[src/rtl/wdt_pkg.sv]
// Shared types and sizes for the FSB bus-timeout watchdog.
package wdt_pkg;

    localparam int unsigned CW       = 8;
    localparam int unsigned FCW      = 4;
    localparam int unsigned AW       = 16;
    localparam int unsigned FCNT_MAX = 15;

    typedef enum logic [1:0] {
        IDLE  = 2'd0,
        ARMED = 2'd1,
        FAULT = 2'd2,
        DONE  = 2'd3
    } wdt_state_e;

    // Diagnostic record of the first bus timeout since reset
    typedef struct packed {
        logic           valid;
        logic [AW-1:0]  addr;
        logic [FCW-1:0] cnt;
    } fault_log_t;

endpackage

[src/rtl/fsb_watchdog_if.sv]
// FSB-side signals observed by the watchdog plus its bus-error and fault-log outputs.
interface fsb_watchdog_if;
    import wdt_pkg::*;

    logic           BACT;
    logic           nAS_FSB;
    logic           nDTACK_FSB;
    logic           nVPA_FSB;
    logic           IOCS;
    logic           IACS;
    logic           E;
    logic [AW-1:0]  A_FSB;
    logic           WDBERR;
    logic           FaultValid;
    logic [AW-1:0]  FaultAddr;
    logic [FCW-1:0] FaultCnt;

    modport master (
        output BACT, nAS_FSB, nDTACK_FSB, nVPA_FSB, IOCS, IACS, E, A_FSB,
        input  WDBERR, FaultValid, FaultAddr, FaultCnt
    );

    modport slave (
        input  BACT, nAS_FSB, nDTACK_FSB, nVPA_FSB, IOCS, IACS, E, A_FSB,
        output WDBERR, FaultValid, FaultAddr, FaultCnt
    );

endinterface

[src/rtl/esync_edge.sv]
// Two-flop synchronizer for an asynchronous level plus a rising-edge strobe (one clk wide).
module esync_edge (
    input  logic clk,
    input  logic rst_n,
    input  logic d_async,
    output logic rise_c
);

    // sync_q[0]=E1, sync_q[1]=E2, sync_q[2]=E3
    logic [2:0] sync_q;

    always_ff @(posedge clk or negedge rst_n) begin
        if (!rst_n) begin
            sync_q <= '0;
        end else begin
            sync_q <= {sync_q[1:0], d_async};
        end
    end

    assign rise_c = sync_q[1] & ~sync_q[2];

endmodule

[src/rtl/fsb_watchdog.sv]
// FSB bus-timeout watchdog: raises WDBERR when a BACT cycle outlives its class limit.
// Optional fault log built when WDT_FAULTLOG_EN is defined.
module fsb_watchdog
    import wdt_pkg::*;
#(
    parameter int unsigned FSB_TMO = 255,
    parameter int unsigned IO_TMO  = 20
) (
    input  logic          FCLK,
    input  logic          nRESin,
    fsb_watchdog_if.slave bus
);

    localparam logic [CW-1:0] FSB_LIM = CW'(FSB_TMO);
    localparam logic [CW-1:0] IO_LIM  = CW'(IO_TMO);

    if (FSB_LIM == '0 || IO_LIM == '0) begin : g_bad_limit
        $error("fsb_watchdog: FSB_TMO and IO_TMO[7:0] must be nonzero");
    end

    wdt_state_e    state_q, state_d;
    logic [CW-1:0] cnt_q, cnt_d;
    logic          iocls_q, iocls_d;
    logic          wdberr_q, wdberr_d;
    logic          to_fault;
    logic          e_rise;
    logic          term;
    logic          tick;
    logic [CW-1:0] lim;

    esync_edge u_esync (
        .clk     (FCLK),
        .rst_n   (nRESin),
        .d_async (bus.E),
        .rise_c  (e_rise)
    );

    assign term = !bus.nDTACK_FSB || !bus.nVPA_FSB;
    assign tick = iocls_q ? e_rise : 1'b1;
    assign lim  = iocls_q ? IO_LIM : FSB_LIM;

    always_ff @(posedge FCLK or negedge nRESin) begin
        if (!nRESin) begin
            state_q  <= IDLE;
            cnt_q    <= '0;
            iocls_q  <= 1'b0;
            wdberr_q <= 1'b0;
        end else begin
            state_q  <= state_d;
            cnt_q    <= cnt_d;
            iocls_q  <= iocls_d;
            wdberr_q <= wdberr_d;
        end
    end

    // Termination beats abort beats limit; the limit is checked on the registered count
    always_comb begin
        state_d  = state_q;
        cnt_d    = cnt_q;
        iocls_d  = iocls_q;
        to_fault = 1'b0;
        unique case (state_q)
            IDLE: begin
                if (bus.BACT && !term) begin
                    state_d = ARMED;
                    iocls_d = bus.IOCS || bus.IACS;
                    cnt_d   = '0;
                end
            end
            ARMED: begin
                if (term) begin
                    state_d = DONE;
                end else if (!bus.BACT) begin
                    state_d = IDLE;
                end else if (cnt_q == lim) begin
                    state_d  = FAULT;
                    to_fault = 1'b1;
                end else if (tick && cnt_q != '1) begin
                    cnt_d = cnt_q + CW'(1);
                end
            end
            FAULT: begin
                if (bus.nAS_FSB) state_d = DONE;
            end
            DONE: begin
                if (!bus.BACT) state_d = IDLE;
            end
            default: state_d = IDLE;
        endcase
        wdberr_d = (state_d == FAULT);
    end

    assign bus.WDBERR = wdberr_q;

`ifdef WDT_FAULTLOG_EN
    fault_log_t log_q, log_d;

    // First fault captures the address; every fault bumps the saturating count
    always_comb begin
        log_d = log_q;
        if (to_fault) begin
            if (!log_q.valid) begin
                log_d.valid = 1'b1;
                log_d.addr  = bus.A_FSB;
            end
            if (log_q.cnt != FCW'(FCNT_MAX)) begin
                log_d.cnt = log_q.cnt + FCW'(1);
            end
        end
    end

    always_ff @(posedge FCLK or negedge nRESin) begin
        if (!nRESin) begin
            log_q <= '0;
        end else begin
            log_q <= log_d;
        end
    end

    assign bus.FaultValid = log_q.valid;
    assign bus.FaultAddr  = log_q.addr;
    assign bus.FaultCnt   = log_q.cnt;
`else
    logic unused_log;
    assign unused_log     = ^{bus.A_FSB, to_fault};
    assign bus.FaultValid = 1'b0;
    assign bus.FaultAddr  = '0;
    assign bus.FaultCnt   = '0;
`endif

endmodule

[src/flat_wrapper.sv]
// flat-port wrapper written by rule: the top's interface ports become plain ports
module fsb_watchdog_flat import wdt_pkg::*;
#(
    parameter int unsigned FSB_TMO = 255,
    parameter int unsigned IO_TMO  = 20
)
  (FCLK, nRESin, bus_BACT, bus_nAS_FSB, bus_nDTACK_FSB, bus_nVPA_FSB, bus_IOCS, bus_IACS, bus_E, bus_A_FSB, bus_WDBERR, bus_FaultValid, bus_FaultAddr, bus_FaultCnt);
  fsb_watchdog_if bus_i ();
  input  logic FCLK;
  input  logic nRESin;
  input wire logic [$bits(bus_i.BACT)-1:0] bus_BACT;
  input wire logic [$bits(bus_i.nAS_FSB)-1:0] bus_nAS_FSB;
  input wire logic [$bits(bus_i.nDTACK_FSB)-1:0] bus_nDTACK_FSB;
  input wire logic [$bits(bus_i.nVPA_FSB)-1:0] bus_nVPA_FSB;
  input wire logic [$bits(bus_i.IOCS)-1:0] bus_IOCS;
  input wire logic [$bits(bus_i.IACS)-1:0] bus_IACS;
  input wire logic [$bits(bus_i.E)-1:0] bus_E;
  input wire logic [$bits(bus_i.A_FSB)-1:0] bus_A_FSB;
  output wire logic [$bits(bus_i.WDBERR)-1:0] bus_WDBERR;
  output wire logic [$bits(bus_i.FaultValid)-1:0] bus_FaultValid;
  output wire logic [$bits(bus_i.FaultAddr)-1:0] bus_FaultAddr;
  output wire logic [$bits(bus_i.FaultCnt)-1:0] bus_FaultCnt;
  assign bus_i.BACT = bus_BACT;
  assign bus_i.nAS_FSB = bus_nAS_FSB;
  assign bus_i.nDTACK_FSB = bus_nDTACK_FSB;
  assign bus_i.nVPA_FSB = bus_nVPA_FSB;
  assign bus_i.IOCS = bus_IOCS;
  assign bus_i.IACS = bus_IACS;
  assign bus_i.E = bus_E;
  assign bus_i.A_FSB = bus_A_FSB;
  assign bus_WDBERR = bus_i.WDBERR;
  assign bus_FaultValid = bus_i.FaultValid;
  assign bus_FaultAddr = bus_i.FaultAddr;
  assign bus_FaultCnt = bus_i.FaultCnt;
  fsb_watchdog #(.FSB_TMO(FSB_TMO), .IO_TMO(IO_TMO)) u_core (.FCLK(FCLK), .nRESin(nRESin), .bus(bus_i));
endmodule
[config.mk]
export PLATFORM = sky130hd
export DESIGN_NAME = fsb_watchdog_flat
export DESIGN_NICKNAME = d
export VERILOG_FILES = /design/src/rtl/wdt_pkg.sv /design/src/rtl/fsb_watchdog_if.sv /design/src/rtl/esync_edge.sv /design/src/rtl/fsb_watchdog.sv /design/src/flat_wrapper.sv
export SDC_FILE = /design/constraint.sdc
export NUM_CORES = 1
export LEC_CHECK = 0
export CELL_PAD_IN_SITES_DETAIL_PLACEMENT = 1
export CELL_PAD_IN_SITES_GLOBAL_PLACEMENT = 2
export CORE_MARGIN = 2
export CORE_UTILIZATION = 21
export CTS_CLUSTER_DIAMETER = 30
export DETAILED_ROUTE_END_ITERATION = 12
export PLACE_DENSITY_LB_ADDON = 0.1
export SLEW_MARGIN = 0
export SYNTH_ARGS = -nofsm -noshare
export SYNTH_HDL_FRONTEND = slang
export SYNTH_HIERARCHICAL = 1
export SYNTH_SLANG_ARGS = --single-unit
[constraint.sdc]
create_clock -name FCLK -period 1.7 [get_ports FCLK]
set_input_delay 0.51 -clock FCLK [delete_from_list [all_inputs] [get_ports FCLK]]
set_output_delay 0.51 -clock FCLK [all_outputs]
set_load 0.05 [all_outputs]
==> impl_metrics.tcl, run 1 <==
set metrics [dict create \
    synth-seq-area-share_pct 38.02 \
    die_h_um 72.57 \
    dieWidth_um 72.57 \
    dieArea_um2 5266 \
    core_area_um2 4444 \
    wire_per_inst_um 13.66 \
    arrival_ns 2.01 \
    synth_area_leader_cell "dfrtp_1" \
    start_kind "flop" \
    gp_congestion 0.7655 \
    cts.sinks 15 \
    setup_viol 9 \
    nets 170 \
    status "finished with violations" \
    rrSetupSlack_ns -0.17 \
    drv_cap 0 \
    routed_wl_mm 2.663 \
    antenna_found_initial 0 \
    initial_utilization_pct 22.21 \
    vias_per_cell 4.231 \
    htreeDepth 1 \
    hold_start "u_core/u_esync/sync_q[0]" \
    clk_root_buffer_cell "clkbuf_8" \
    overflow 0 \
    yosys.cell_count.top_type "buf_4" \
    rsz0062_at_grt "yes" \
    vdd_drop_max_mv 0.2540 \
    clockBufferDepth 2 \
    synthToLayoutAreaGrowth_pct 46.39 \
    async_reset_ff_share_pct 100.0 \
    fin_crit_ns 1.874 \
    power_density_nw_per_um2 971.4 \
    synth_flop_cell "dfrtp_1" \
    fin_util_pct 32.52 \
    min_to "u_core/u_esync/sync_q[1]" \
    ios 47 \
    grt_pass1_vias 875 \
    syn_inst 99 \
    synthTopCellsByCount "buf_4 (21), dfrtp_1 (15), nand2_1 (9), a21oi_1 (6), o21ai_0 (4)" \
    synth_area_leaders "dfrtp_1 (38%), buf_4 (16%), nand2_1 (3.4%)" \
    cts_tree "yes" \
    diodes 0 \
    cts_buffers 3 \
    violations "setup timing" \
    leakagePower_uw 0.0006475 \
    timing.rr.end "u_core/cnt_q[1]" \
    dpl_cell_area_um2 1236 \
    clock_skew_ns 0.003415 \
    grt_usage_pct 10.56 \
    fillCellCount 526 \
    worst-setup-path-type "reg -> reg" \
    numPortBuffers 9 \
    drt_iter0_drc 32 \
    r2r-start "u_core/cnt_q[1]" \
    drive_gt1_share_pct 43.36 \
    synth_edf_count 0 \
    grt_pass1_wl_mm 4.264 \
    first_pass_iters 4 \
    drv_slew 0 \
    ys_types 36 \
    grt_start_max_net_pins 16 \
    fin_total_pwr_uw 1404 \
    crit_path_end_kind "flop" \
    clk_latency_ns 0.25 \
    final_hold_viol_count 0 \
    drc 0 \
    clk_pin_slew_ns 0.07 \
    fmax_ghz 0.5335 \
    yosys_warnings 6 \
    vias 825 \
    final_design_area_no_fill_um2 1445 \
    synth_area_um2 987.2 \
    fin_ws_ns -0.1744 \
    antenna_left 0 \
    ff2ff_path_depth 5 \
    syn_avg_cell_area_um2 9.972 \
    fin_crit_sh_pct 110.3 \
    dpl.hpwl_mm 1.982 \
    yosysTopAreaCellShare_pct 38.02 \
    critPathMaxFanout 7 \
    ys_ff_latch 15 \
    holdCritPathClass "reg -> reg" \
    rows 24 \
    hold_path_depth 0 \
    required_ns 1.84 \
]
[cell type report]
class,count,area [µm²],share of cell area [%]
clock buffer,3,41.29,2.857
multi-input combinational,80,584.3,40.43
inverter,1,3.754,0.2597
tap,52,65.06,4.502
sequential,15,375.4,25.97
clock inverter,1,5.005,0.3463
timing repair buffer,43,370.4,25.63
[routing by layer]
layer,wire [µm],vias up,track usage (%)
met4,27,0,3.498
met1,1244,401,13.47
met2,1324,13,17.68
met3,67,2,2.222
li1,-,409,-
met5,0,-,0
[repair_timing]
item / in CTS / in global routing
setup buffers: 6 / 4
resized for setup: 13 / 13
pin swaps: 10 / 7
setup endpoints to repair: 11 / 11
hold buffers: 0 / 0
[worst max path at each step]
stage | startpoint | end | slack, ns
final | u_core/cnt_q[1] | u_core/cnt_q[1] | -0.17
after CTS | u_core/cnt_q[7] | u_core/cnt_q[1] | -0.17
after detailed placement | bus_BACT | u_core/cnt_q[5] | -0.55
after global placement | bus_BACT | u_core/cnt_q[5] | -0.52
after floorplan | u_core/cnt_q[3] | u_core/cnt_q[0] | -0.14
after global routing | u_core/cnt_q[7] | u_core/cnt_q[1] | -0.24
[cell families (layout without fill, tap and decap cells)]
kind of cell | count (synthesis) | in the layout | synth area share (%)
buffers and inverters | 24 | 48 | 17.87
flip-flops | 15 | 15 | 38.02
multiplexers | 2 | 2 | 3.042
AND/OR/NAND/NOR | 36 | 36 | 24.33
adder cells (fa/ha/maj) | 1 | 1 | 1.267
AO/OA/AOI/OAI | 20 | 20 | 15.08
other | 1 | 21 | 0.3799
[layout by cell type (no fill, tap or decap), types with 2 or more instances in the layout]
cell / n
a21oi_1: 2
a21oi_2: 4
and2_1: 2
buf_4: 29
buf_6: 5
clkbuf_8: 3
clkdlybuf4s50_1: 5
conb_1: 21
dfrtp_1: 15
dlygate4sd2_1: 3
mux2_4: 2
nand2_1: 8
nand3_1: 2
nand4_1: 3
nand4b_1: 2
nor2_1: 2
nor3b_1: 2
o21ai_0: 3
o31ai_1: 3
or4_4: 2
or4b_4: 2
[worst max-delay path: stages, from the launching register on]
cell and delay, ns:
dfrtp_1 0.41, or4b_1 0.54, a221oi_2 0.26, buf_4 0.21
nor2_4 0.06, mux2_4 0.29
[state kept, by name, indices dropped and copies added, names as in the netlist]
register               count
u_core/state_q             2
u_core/cnt_q               8
u_core/u_esync/sync_q      3
u_core/bus.WDBERR          1
u_core/iocls_q             1
[power by group]
part           total, µW  internal [µW]  switching [µW]
logic                620            295             325
registers            479            417            61.6
clock network        305            163             142
[through the flow]
step	setup slack (ns)	hold slack, ns	cells	TNS [ns]
after floorplan	-0.1390	0.2144	119	-0.2780
after global placement	-0.5173	0.3325	181	-3.890
after detailed placement	-0.5500	0.3418	181	-4.271
after CTS	-0.1707	0.3581	191	-1.068
after global routing	-0.2389	0.3695	195	-1.848
final	-0.1744	0.3539	195	-0.9866
Power figures use the tool's default switching activity.
==> run 2, diff against run 1 <==
--- a/config.mk
+++ b/config.mk
@@ -12,6 +12,7 @@
 export CTS_CLUSTER_DIAMETER = 30
 export DETAILED_ROUTE_END_ITERATION = 12
 export PLACE_DENSITY_LB_ADDON = 0.1
+export RECOVER_POWER = 25
 export SLEW_MARGIN = 0
 export SYNTH_ARGS = -nofsm -noshare
 export SYNTH_HDL_FRONTEND = slang
==> run 2 against run 1 <==
  * The flow still finishes with violations (setup timing)
  * Sequential share of layout area up 0.068 points
  * Combinational power is essentially flat
  * Power is 0.15% lower
  * Critical path type unchanged
  * Highest routed layer unchanged
  * Largest cell class unchanged
  * Non-clock buffer count is the same
  * Largest power group unchanged
==> impl_metrics.tcl, run 2 (synthesized netlist as in run 1, its figures left out) <==
set metrics [dict create \
    vias 823 \
    diodes 0 \
    cts.sinks 15 \
    routed_wl_mm 2.660 \
    vdd_drop_max_mv 0.2539 \
    dpl_cell_area_um2 1236 \
    fin_crit_sh_pct 110.3 \
    fillCellCount 527 \
    overflow 0 \
    max_stage_delay_ns 0.54 \
    nets 170 \
    drt_iter0_drc 32 \
    initial_utilization_pct 22.21 \
    wire_per_inst_um 13.64 \
    crit_family "simple AND/OR/NAND/NOR gates" \
    worst-setup-path-type "reg -> reg" \
    fin_ws_ns -0.1744 \
    hold_start "u_core/u_esync/sync_q[0]" \
    status "finished with violations" \
    fin_total_pwr_uw 1402 \
    clk_latency_ns 0.25 \
    dp_slack_ns -0.5500 \
    clk_pin_slew_ns 0.07 \
    ff2ff_path_depth 5 \
    start_kind "flop" \
    arrival_ns 2.01 \
    ios 47 \
    dieWidth_um 72.57 \
    rows 24 \
    reg_top3 "u_core/cnt_q (8), u_core/u_esync/sync_q (3), u_core/state_q (2)" \
    first_pass_iters 4 \
    cp_cell_sequence "or4b_1, a221oi_2, buf_4, nor2_4, mux2_4" \
    leakagePower_uw 0.0006444 \
    fmax_ghz 0.5335 \
    drv_cap 0 \
    drc 0 \
    clockBufferDepth 2 \
    cts_tree "yes" \
    final_common_cell "buf_4" \
    dpl.hpwl_mm 1.982 \
    layout_common_cells "buf_4 (28), conb_1 (21), dfrtp_1 (15)" \
    holdCritPathClass "reg -> reg" \
    grt_pass1_vias 875 \
    antenna_left 0 \
    drv_slew 0 \
    vias_per_cell 4.221 \
    drive_gt1_share_pct 42.66 \
    r2r-start "u_core/cnt_q[1]" \
    clk_root_buffer_cell "clkbuf_8" \
    gp_congestion 0.7655 \
    die_h_um 72.57 \
    slowest_stage "or4b_1" \
    dieArea_um2 5266 \
    tightest_slew_ns 0.9627 \
    htreeDepth 1 \
    crit_buf_inv 1 \
    slew-limit-headroom_pct 35.82 \
    synthToLayoutAreaGrowth_pct 46.01 \
    timing.rr.end "u_core/cnt_q[1]" \
    clock_skew_ns 0.003415 \
    crit_path_end_kind "flop" \
    numPortBuffers 9 \
    hold_buffers 0 \
    core_area_um2 4444 \
    required_ns 1.84 \
    largest_reg_flops 8 \
    final_hold_viol_count 0 \
    setup_viol 9 \
    rsz0062_at_grt "yes" \
    grt_usage_pct 10.56 \
    grt_start_max_net_pins 16 \
    max_flop_register "u_core/cnt_q" \
    setup-tns-final_ns -0.9866 \
    antenna_found_initial 0 \
    fin_crit_ns 1.874 \
    final_design_area_no_fill_um2 1441 \
    violations "setup timing" \
    grt_pass1_wl_mm 4.264 \
    fin_util_pct 32.43 \
    min_to "u_core/u_esync/sync_q[1]" \
    critPathMaxFanout 7 \
    hold_path_depth 0 \
    rrSetupSlack_ns -0.17 \
    power_density_nw_per_um2 972.5 \
    cts_buffers 3 \
]
[run 2: changes by cell type in the layout (fill, tap and decap cells not counted)]
cell,before,now
clkdlybuf4s50_1,5,3
dlygate4sd3_1,0,2
buf_4,29,28
clkbuf_1,0,1
[run 2: worst max-delay path by stage]
| stage | slack [ns] | cells after the start | from | end |
|---|---|---|---|---|
| 2_1_floorplan | -0.14 | 5 | u_core/cnt_q[3] | u_core/cnt_q[0] |
| 3_3_place_gp | -0.52 | 5 | bus_BACT | u_core/cnt_q[5] |
| 3_5_place_dp | -0.55 | 5 | bus_BACT | u_core/cnt_q[5] |
| 4_1_cts | -0.17 | 5 | u_core/cnt_q[7] | u_core/cnt_q[1] |
| 5_1_grt | -0.24 | 5 | u_core/cnt_q[7] | u_core/cnt_q[1] |
| 6_report | -0.17 | 5 | u_core/cnt_q[1] | u_core/cnt_q[1] |
[run 2: where the power goes]
| part | total (µW) | internal (µW) | switching (µW) |
|---|---|---|---|
| logic | 618 | 293 | 325 |
| clock network | 305 | 163 | 142 |
| registers | 479 | 417 | 61.6 |
| total | 1400 | 873 | 529 |
[run 2: per-layer routing]
metal | track usage, % | part of all wire, % | wire length, µm | vias up
met5 | 0 | 0 | 0 | -
met2 | 17.68 | 50 | 1325 | 13
met4 | 3.498 | 1.0 | 27 | 0
met1 | 13.47 | 47 | 1240 | 399
met3 | 2.222 | 2.5 | 66 | 2
li1 | - | - | - | 409
[run 2: final cells by class]
cell class,instances,area [µm²],share of cell area [%]
clock buffer,3,41.29,2.865
clock inverter,1,5.005,0.3472
inverter,1,3.754,0.2604
multi-input combinational,80,584.3,40.54
sequential,15,375.4,26.04
tap,52,65.06,4.514
timing repair buffer,43,366.6,25.43
[run 2: what timing repair did]
item,4_1_cts,5_1_grt
gates resized for setup,13,13
pin swaps,10,7
endpoints found under the setup margin,11,11
setup buffers,6,4
[run 2: through the flow]
stage | hold WS [ns] | cells
2_1_floorplan | 0.2144 | 119
4_1_cts | 0.3581 | 191
6_report | 0.3539 | 195
3_5_place_dp | 0.3418 | 181
3_3_place_gp | 0.3325 | 181
5_1_grt | 0.3695 | 195
==> run 3, diff against run 2 <==
--- a/config.mk
+++ b/config.mk
@@ -5,10 +5,11 @@
 export SDC_FILE = /design/constraint.sdc
 export NUM_CORES = 1
 export LEC_CHECK = 0
+export ABC_CLOCK_PERIOD_IN_PS = 2400
 export CELL_PAD_IN_SITES_DETAIL_PLACEMENT = 1
 export CELL_PAD_IN_SITES_GLOBAL_PLACEMENT = 2
 export CORE_MARGIN = 2
-export CORE_UTILIZATION = 21
+export CORE_UTILIZATION = 25
 export CTS_CLUSTER_DIAMETER = 30
 export DETAILED_ROUTE_END_ITERATION = 12
 export PLACE_DENSITY_LB_ADDON = 0.1
==> constraint.sdc (replaced) <==
create_clock -name FCLK -period 2.4 [get_ports FCLK]
set_input_delay 0.72 -clock FCLK [delete_from_list [all_inputs] [get_ports FCLK]]
set_output_delay 0.72 -clock FCLK [all_outputs]
set_load 0.05 [all_outputs]
==> run 3 against run 2 <==
  * The flow now finishes without violations
  * Core utilization down 1.9 points
  * Sequential share of layout area increased by 7.0 points
  * Hold slack improved by 0.0024 ns
  * Final area is 21% lower
  * Flip-flop and latch count is the same
  * Register-to-register slack gained 0.61 ns
  * Clock power down 32%
  * Routed wire length shrank 19%
  * Non-clock buffer count is 27 lower
  * Largest cell class unchanged
==> impl_metrics.tcl, run 3 (synthesized netlist as in run 1, its figures left out) <==
set metrics [dict create \
    dpl.hpwl_mm 1.686 \
    clk_pin_slew_ns 0.06 \
    timing.rr.end "u_core/cnt_q[1]" \
    ff2ff_path_depth 5 \
    worst-setup-path-type "in -> reg" \
    cp_cell_sequence "clkdlybuf4s50_1, and4b_1, o211ai_4, or4b_2, a21oi_1" \
    grt_usage_pct 11.18 \
    power_density_nw_per_um2 738.6 \
    clock_skew_ns 0.002670 \
    hold_path_depth 0 \
    fin_crit_ns 2.249 \
    numPortBuffers 9 \
    cts_tree "yes" \
    critPathMaxFanout 6 \
    fillCellCount 446 \
    rrSetupSlack_ns 0.44 \
    slowest_stage "or4b_2" \
    rsz0062_at_grt "no" \
    nets 143 \
    gp_congestion 0.7197 \
    max_stage_delay_ns 0.63 \
    dieWidth_um 66.84 \
    first_pass_iters 4 \
    routed_wl_mm 2.164 \
    r2r-start "u_core/cnt_q[0]" \
    post_cts_buffers 0 \
    leakagePower_uw 0.0005079 \
    drive_gt1_share_pct 18.10 \
    tightest_slew_ns 0.8516 \
    final_common_cell "conb_1" \
    initial_utilization_pct 26.57 \
    min_to "u_core/u_esync/sync_q[1]" \
    synthToLayoutAreaGrowth_pct 14.96 \
    regArea_um2 375.4 \
    overflow 0 \
    layout_common_cells "conb_1 (21), dfrtp_1 (15), nand2_1 (9)" \
    cts_buffers 3 \
    status "completed" \
    fmax_ghz 0.4446 \
    hold_start "u_core/u_esync/sync_q[0]" \
    antenna_found_initial 0 \
    drt_iter0_drc 17 \
    grt_pass1_vias 775 \
    arrival_ns 2.42 \
    diodes 0 \
    multi_input_area_um2 510.5 \
    hold_buffers 0 \
    final_hold_viol_count 0 \
    rows 22 \
    reg_top3 "u_core/cnt_q (8), u_core/u_esync/sync_q (3), u_core/state_q (2)" \
    crit_path_end_kind "flop" \
    drv_cap 0 \
    final_design_area_no_fill_um2 1135 \
    clk_root_buffer_cell "clkbuf_8" \
    dieArea_um2 4468 \
    holdCritPathClass "reg -> reg" \
    fin_crit_sh_pct 93.73 \
    cts.sinks 15 \
    vdd_drop_max_mv 0.2771 \
    antenna_left 0 \
    drv_slew 0 \
    required_ns 2.57 \
    vias 741 \
    htreeDepth 1 \
    largest_reg_flops 8 \
    core_area_um2 3716 \
    vias_per_cell 4.518 \
    slew-limit-headroom_pct 43.23 \
    start_kind "primary input" \
    ios 47 \
    wire_per_inst_um 13.20 \
    clockBufferDepth 2 \
    max_flop_register "u_core/cnt_q" \
    grt_pass1_wl_mm 3.677 \
    cts_resized 0 \
    fin_hold_ws_ns 0.3563 \
    drc 0 \
    die_h_um 66.84 \
    clk_latency_ns 0.25 \
    grt_start_max_net_pins 16 \
    dpl_cell_area_um2 1092 \
    setup_viol 0 \
]
==> run 3: cell count changes in the layout (fill, tap and decap cells not counted), sizes merged <==
cell,before,now
dlygate4sd2,3,0
clkdlybuf4s50,3,7
buf,34,6
==> run 3: power by group <==
group | switching [µW] | internal [µW]
combinational | 171 | 103
clock | 90.6 | 115
sequential | 64.1 | 295
total | 326 | 513
==> run 3: layout make-up <==
class | count | area share, %
Clock buffer | 3 | 3.638
Clock inverter | 1 | 0.4410
Inverter | 1 | 0.3308
Multi-Input combinational cell | 80 | 44.98
Sequential cell | 15 | 33.08
Tap cell | 48 | 5.292
Timing Repair Buffer | 16 | 12.24
==> run 3: layer usage <==
metal	vias to the layer above	global-route usage, %	wire length [µm]
li1	354	-	-
met1	373	14.05	952
met2	12	18.38	1132
met3	2	2.027	60
met4	0	5.357	19
met5	-	0	0
==> run 3: how the worst max path moves through the flow <==
stage,to,cells after the start,start,slack [ns]
3_5_place_dp,u_core/cnt_q[7],5,bus_nVPA_FSB,-0.10
6_report,u_core/cnt_q[7],5,bus_nVPA_FSB,0.15
5_1_grt,u_core/cnt_q[6],6,bus_nDTACK_FSB,0.05
4_1_cts,u_core/cnt_q[7],5,bus_nVPA_FSB,0.16
2_1_floorplan,u_core/cnt_q[5],4,bus_nVPA_FSB,0.45
3_3_place_gp,u_core/cnt_q[3],5,bus_nVPA_FSB,-0.07
==> run 3: per-stage QoR <==
stage               worst slack [ns]  TNS [ns]  power, µW  util [%]  instances
floorplan                     0.4463         0      584.3         -        119
global placement            -0.06580   -0.2230      634.2     29.39        160
detailed placement           -0.1019   -0.4347      643.4     29.39        160
CTS                           0.1584         0      855.2     30.64        164
global route                 0.05243         0      892.1     30.54        164
finish                        0.1506         0      838.2     30.54        164
==> run 3: worst max-delay path: cells and delay by family <==
| family | cells | cell delay (ns) |
|---|---|---|
| buffers and inverters | 1 | 0.47 |
| AND/OR/NAND/NOR | 2 | 0.93 |
| AO/OA/AOI/OAI | 2 | 0.31 |
